==> src/rtl/key_debounce_pkg.sv <==
// Shared constants for the push-button debounce stage: key polarity and
// default cycle counts for a 50 MHz clock.
package key_debounce_pkg;

  localparam logic KEY_ACTIVE = 1'b0;
  localparam logic KEY_IDLE   = 1'b1;

  localparam int DEBOUNCE_20MS_50M = 1_000_000;
  localparam int HOLD_1S_50M       = 50_000_000;

endpackage

==> src/rtl/key_debounce_ch.sv <==
// One key channel: two-flop synchroniser, debounce counter, press/release
// strobes and a saturating long-press counter.
module key_debounce_ch
  import key_debounce_pkg::*;
#(
  parameter int DEBOUNCE_CYCLES = DEBOUNCE_20MS_50M,
  parameter int HOLD_CYCLES     = HOLD_1S_50M
) (
  input  logic clk_50M,
  input  logic rst,
  input  logic key,
  output logic key_clean,
  output logic key_press,
  output logic key_release,
  output logic key_hold
);

  localparam int DW = $clog2(DEBOUNCE_CYCLES);
  localparam int HW = $clog2(HOLD_CYCLES + 1);
  localparam logic [DW-1:0] DB_LAST  = DW'(DEBOUNCE_CYCLES - 1);
  localparam logic [HW-1:0] HOLD_MAX = HW'(HOLD_CYCLES);

  logic          sync1, sync2;
  logic [DW-1:0] db_cnt, db_cnt_next;
  logic [HW-1:0] hold_cnt, hold_cnt_next;
  logic          clean_next, press_next, release_next, hold_next;

  always_comb begin
    db_cnt_next   = db_cnt;
    clean_next    = key_clean;
    press_next    = 1'b0;
    release_next  = 1'b0;
    hold_cnt_next = hold_cnt;

    // Any cycle where the synchronised level agrees with the output restarts the count.
    if (sync2 == key_clean) begin
      db_cnt_next = '0;
    end else if (db_cnt == DB_LAST) begin
      db_cnt_next  = '0;
      clean_next   = sync2;
      press_next   = (sync2 == KEY_ACTIVE);
      release_next = (sync2 == KEY_IDLE);
    end else begin
      db_cnt_next = db_cnt + DW'(1);
    end

    if (key_clean == KEY_IDLE) begin
      hold_cnt_next = '0;
    end else if (hold_cnt != HOLD_MAX) begin
      hold_cnt_next = hold_cnt + HW'(1);
    end

    // Gate with the next clean level so hold drops on the same edge the release strobe rises.
    hold_next = (clean_next == KEY_ACTIVE) && (hold_cnt_next == HOLD_MAX);
  end

  always_ff @(posedge clk_50M or posedge rst) begin
    if (rst) begin
      sync1       <= KEY_IDLE;
      sync2       <= KEY_IDLE;
      key_clean   <= KEY_IDLE;
      db_cnt      <= '0;
      hold_cnt    <= '0;
      key_press   <= 1'b0;
      key_release <= 1'b0;
      key_hold    <= 1'b0;
    end else begin
      sync1       <= key;
      sync2       <= sync1;
      key_clean   <= clean_next;
      db_cnt      <= db_cnt_next;
      hold_cnt    <= hold_cnt_next;
      key_press   <= press_next;
      key_release <= release_next;
      key_hold    <= hold_next;
    end
  end

endmodule

==> src/rtl/key_debounce.sv <==
// Debounces NUM_KEYS raw active-low push-buttons into clean levels, edge
// strobes and long-press flags; every key is an independent channel.
module key_debounce
  import key_debounce_pkg::*;
#(
  parameter int NUM_KEYS        = 4,
  parameter int DEBOUNCE_CYCLES = DEBOUNCE_20MS_50M,
  parameter int HOLD_CYCLES     = HOLD_1S_50M
) (
  input  logic                clk_50M,
  input  logic                rst,
  input  logic [NUM_KEYS-1:0] key,
  output logic [NUM_KEYS-1:0] key_clean,
  output logic [NUM_KEYS-1:0] key_press,
  output logic [NUM_KEYS-1:0] key_release,
  output logic [NUM_KEYS-1:0] key_hold
);

  for (genvar i = 0; i < NUM_KEYS; i++) begin : g_ch
    key_debounce_ch #(
      .DEBOUNCE_CYCLES(DEBOUNCE_CYCLES),
      .HOLD_CYCLES    (HOLD_CYCLES)
    ) u_ch (
      .clk_50M    (clk_50M),
      .rst        (rst),
      .key        (key[i]),
      .key_clean  (key_clean[i]),
      .key_press  (key_press[i]),
      .key_release(key_release[i]),
      .key_hold   (key_hold[i])
    );
  end

endmodule
==> config.mk <==
export PLATFORM = sky130hd
export DESIGN_NAME = key_debounce
export DESIGN_NICKNAME = d
export VERILOG_FILES = /design/src/rtl/key_debounce_pkg.sv /design/src/rtl/key_debounce_ch.sv /design/src/rtl/key_debounce.sv
export SDC_FILE = /design/constraint.sdc
export NUM_CORES = 1
export LEC_CHECK = 0
export CAP_MARGIN = 25
export CORE_ASPECT_RATIO = 2
export CORE_MARGIN = 2
export CORE_UTILIZATION = 45
export DETAILED_ROUTE_END_ITERATION = 12
export GPL_TIMING_DRIVEN = 0
export PLACE_DENSITY_LB_ADDON = 0.12
export SETUP_SLACK_MARGIN = 0.05
export SYNTH_ARGS = -nofsm -noshare
export SYNTH_HDL_FRONTEND = slang
export SYNTH_HIERARCHICAL = 1
export SYNTH_SLANG_ARGS = --single-unit
==> constraint.sdc <==
create_clock -name clk_50M -period 2.1 [get_ports clk_50M]
set_clock_uncertainty 0.15 [all_clocks]
set_input_delay 0.42 -clock clk_50M [delete_from_list [all_inputs] [get_ports clk_50M]]
set_output_delay 0.42 -clock clk_50M [all_outputs]
set_load 0.02 [all_outputs]
==> flow_summary.ini <==
[status]
status = finished with violations
violations = negative setup slack

[die]
initial_core_util_pct = 45.9
core_area_um2 = 24400
rows = 81
die_h_um = 227
die_x_um = 116
ios = 22
die-area_um2 = 26200

[pwr]
total_power_uw = 8220
leakage_uw = 0.00617
ir_drop_uv = 671
power_density_nw_per_um2 = 551

[yosys]
ys_seq_area_share_pct = 46.6
muxShareOfSynthArea_pct = 1.56
synth_top_family_by_area = simple AND/OR/NAND/NOR gates
yosysWarnings = 6
syn_area_um2 = 11200
mappedNetlistNets = 1210
synth_ff_type = dfrtp_1
postSynthAreaPerCell_um2 = 9.40
yosysUniqueCellTypes = 48
syn_inst = 1192
synth-edff-count = 0
synthXorXnorAreaFrac_pct = 11.6
yosys.area_share.simple_pct = 29.7
synth_adder_area_share_pct = 1.34
synthArstFlopShare_pct = 100
ys_ff_latch = 208
synth-compound-area-share_pct = 5.90

[layout]
layout.nets = 1361
layout.cells.non_filler = 1687
drive_gt1_share_pct = 32.0
area_growth_pct = 33.0
regArea_um2 = 5250
fillers = 2100
diodes = 0
multi_input_area_um2 = 6730

[clock_network]
cts_buffer_depth = 3
cts.sinks = 208
ctsHoldBuffers = 0
cts.clk_slew.worst_paths_ns = 0.06
cts_tree = built
insertion_delay_ns = 0.50
cts_buffers = 21
htreeDepth = 1
ctsRootBufferMaster = clkbuf_16

[grt]
grt_usage_pct = 22.2
grt_pass1_wl_mm = 47.0
grt_max_degree = 39
grt-ovfl-total = 0
grt_pass1_vias = 9698
antenna_found_initial = 0

[worst_setup_path]
critical_path_buf_inv_count = 1
critPathTopFamily = simple AND/OR/NAND/NOR gates
crit_type = reg -> reg
cp.required_ns = 2.35
worstPathArrival_ns = 2.80
path_cells = buf_6 > ha_4 > nand4_1 > or4_4 > or3_4 > a21oi_4 > nand3_2 > nor4_4
critical_path.max_stage_delay_ns = 0.59
cp_max_fo = 8
slowest_stage = or4_4
start_kind = flip-flop
end_kind = flip-flop

[sta]
maxSlewHeadroom_pct = 67.4
worstMarginPinSlew_ns = 0.488
fin_ws_ns = -0.442
rsz0062_at_grt = true
finalMaxSlewViolations = 0
clock.fmax_ghz = 0.393
report.final.setup_viol = 21
hold_violations = 0
fin_crit_ns = 2.54
fin_setup_tns_ns = -3.24
period_share_pct = 121

[routing]
viasPerCell = 5.57
drc = 0
detail-route-antenna-nets = 0
drt_pass1_iterations = 4
wl_per_cell_um = 17.4
wl_mm = 29.3
drtIter0Drc = 397
num_vias = 9393

[placed_design]
io_buffers = 21
routabilityCongestion = 0.876
dp.cells = 1549
dpl.hpwl_mm = 19.4

[worst_hold_path]
hp-class = in -> reg

[run]
cap_viol_max_count = 0
-- kinds of logic after synthesis --
logic type / after synthesis
mux: 16
flops: 208
buf+inv: 88
compound gates: 104
xor+xnor: 148
fa+ha+maj: 12
simple gates: 616
-- cell usage after synthesis (8+ instances only) --
cell type / n / share of area, %
nand4b_1: 8 / 0.63
a21oi_1: 36 / 1.6
mux2_1: 8 / 0.80
clkbuf_1: 16 / 0.54
nor4b_1: 8 / 0.63
or2_1: 8 / 0.45
dfrtp_1: 196 / 44
nor2_1: 196 / 6.6
nor3_1: 24 / 1.1
nor4bb_1: 8 / 0.71
nand4_1: 60 / 3.4
o31a_1: 8 / 0.63
xnor2_1: 72 / 5.6
or3_1: 28 / 1.6
and3_1: 16 / 0.89
nand2b_1: 8 / 0.45
nor4_1: 20 / 1.1
nand3_1: 80 / 3.6
inv_1: 32 / 1.1
dfstp_2: 12 / 2.8
nor2b_1: 20 / 1.1
and2_1: 8 / 0.45
buf_2: 36 / 1.6
and4_1: 12 / 0.94
ha_1: 12 / 1.3
o21ai_0: 24 / 1.1
nand2_1: 80 / 2.7
xor2_1: 76 / 5.9
-- layer usage --
metal	track usage, %	part of all wire (%)
met1	21.9	35
met2	44.1	58
met3	2.42	2.6
met4	10.7	4.7
met5	0	0
-- worst register-to-register path, delay by kind of cell, from the launching register on --
family	cells	cell delay, ns
flops	1	0.39
fa+ha+maj	1	0.17
buf+inv	1	0.11
compound gates	1	0.14
simple gates	5	1.49
-- flip-flops by register name (all words and copies together) (netlist names) --
signal / count
g_ch.u_ch/db_cnt: 80
g_ch.u_ch/hold_cnt: 104
g_ch.u_ch/key_clean: 4
g_ch.u_ch/key_hold: 4
g_ch.u_ch/key_press: 4
g_ch.u_ch/key_release: 4
g_ch.u_ch/sync1: 4
g_ch.u_ch/sync2: 4
-- worst paths after layout --
kind	from	endpoint	slack [ns]	depth (start not counted)
worst max-delay path	g_ch[2].u_ch/hold_cnt[1]$_DFF_PP0_	g_ch[2].u_ch/key_hold$_DFF_PP0_	-0.44	8
worst min-delay path	key[2]	g_ch[2].u_ch/sync1$_DFF_PP1_	0.18	1
worst max register to register	g_ch[2].u_ch/hold_cnt[1]$_DFF_PP0_	g_ch[2].u_ch/key_hold$_DFF_PP0_	-0.44	8
worst min register to register	g_ch[3].u_ch/sync1$_DFF_PP1_	g_ch[3].u_ch/sync2$_DFF_PP1_	0.20	0
max in group asynchronous	rst	g_ch[1].u_ch/key_clean$_DFF_PP1_	0.87	3
min in group asynchronous	rst	g_ch[2].u_ch/db_cnt[7]$_DFF_PP0_	0.26	2
-- timing repair --
item,in CTS,in global routing
buffers inserted,66,42
gates resized for setup,149,200
setup endpoints to repair,167,121
pin swaps,33,98
cloned,0,3
endpoints found under the hold margin,0,0
-- cell usage in the layout (no fill, tap or decap), drive strengths merged, types with 40 or more instances in the layout --
master	n
dfrtp	196
nor2	196
buf	148
nand2	80
nand3	80
xor2	76
xnor2	72
nand4	64
clkbuf	44
a21oi	40
-- cell type report --
class	count	share of cell area [%]
timing repair buffer	135	8.54
inverter	32	0.890
clock inverter	7	0.756
clock buffer	28	3.90
sequential	208	35.2
buffer	49	2.72
multi-input combinational	896	45.2
tap	332	2.79
-- stage by stage --
| stage | setup WS (ns) | util [%] | cell area [um^2] | hold WS (ns) |
|---|---|---|---|---|
| 5_1_grt | -0.562 | 61.0 | 14900 | 0.174 |
| 3_3_place_gp | -1.14 | 48.8 | 11900 | 0.197 |
| 6_report | -0.442 | 61.0 | 14900 | 0.178 |
| 2_1_floorplan | -0.141 | - | 11300 | 0.195 |
| 3_5_place_dp | -0.647 | 49.2 | 12000 | 0.199 |
| 4_1_cts | -0.481 | 56.3 | 13800 | 0.148 |
-- power breakdown --
group          leakage (uW)  switching, uW  internal [uW]  total [uW]
logic               0.00307            169            103         272
clock network      0.000339           1570           2310        3870
registers           0.00276           30.7           4040        4070
Note: power is estimated with default switching activity, not from simulation.
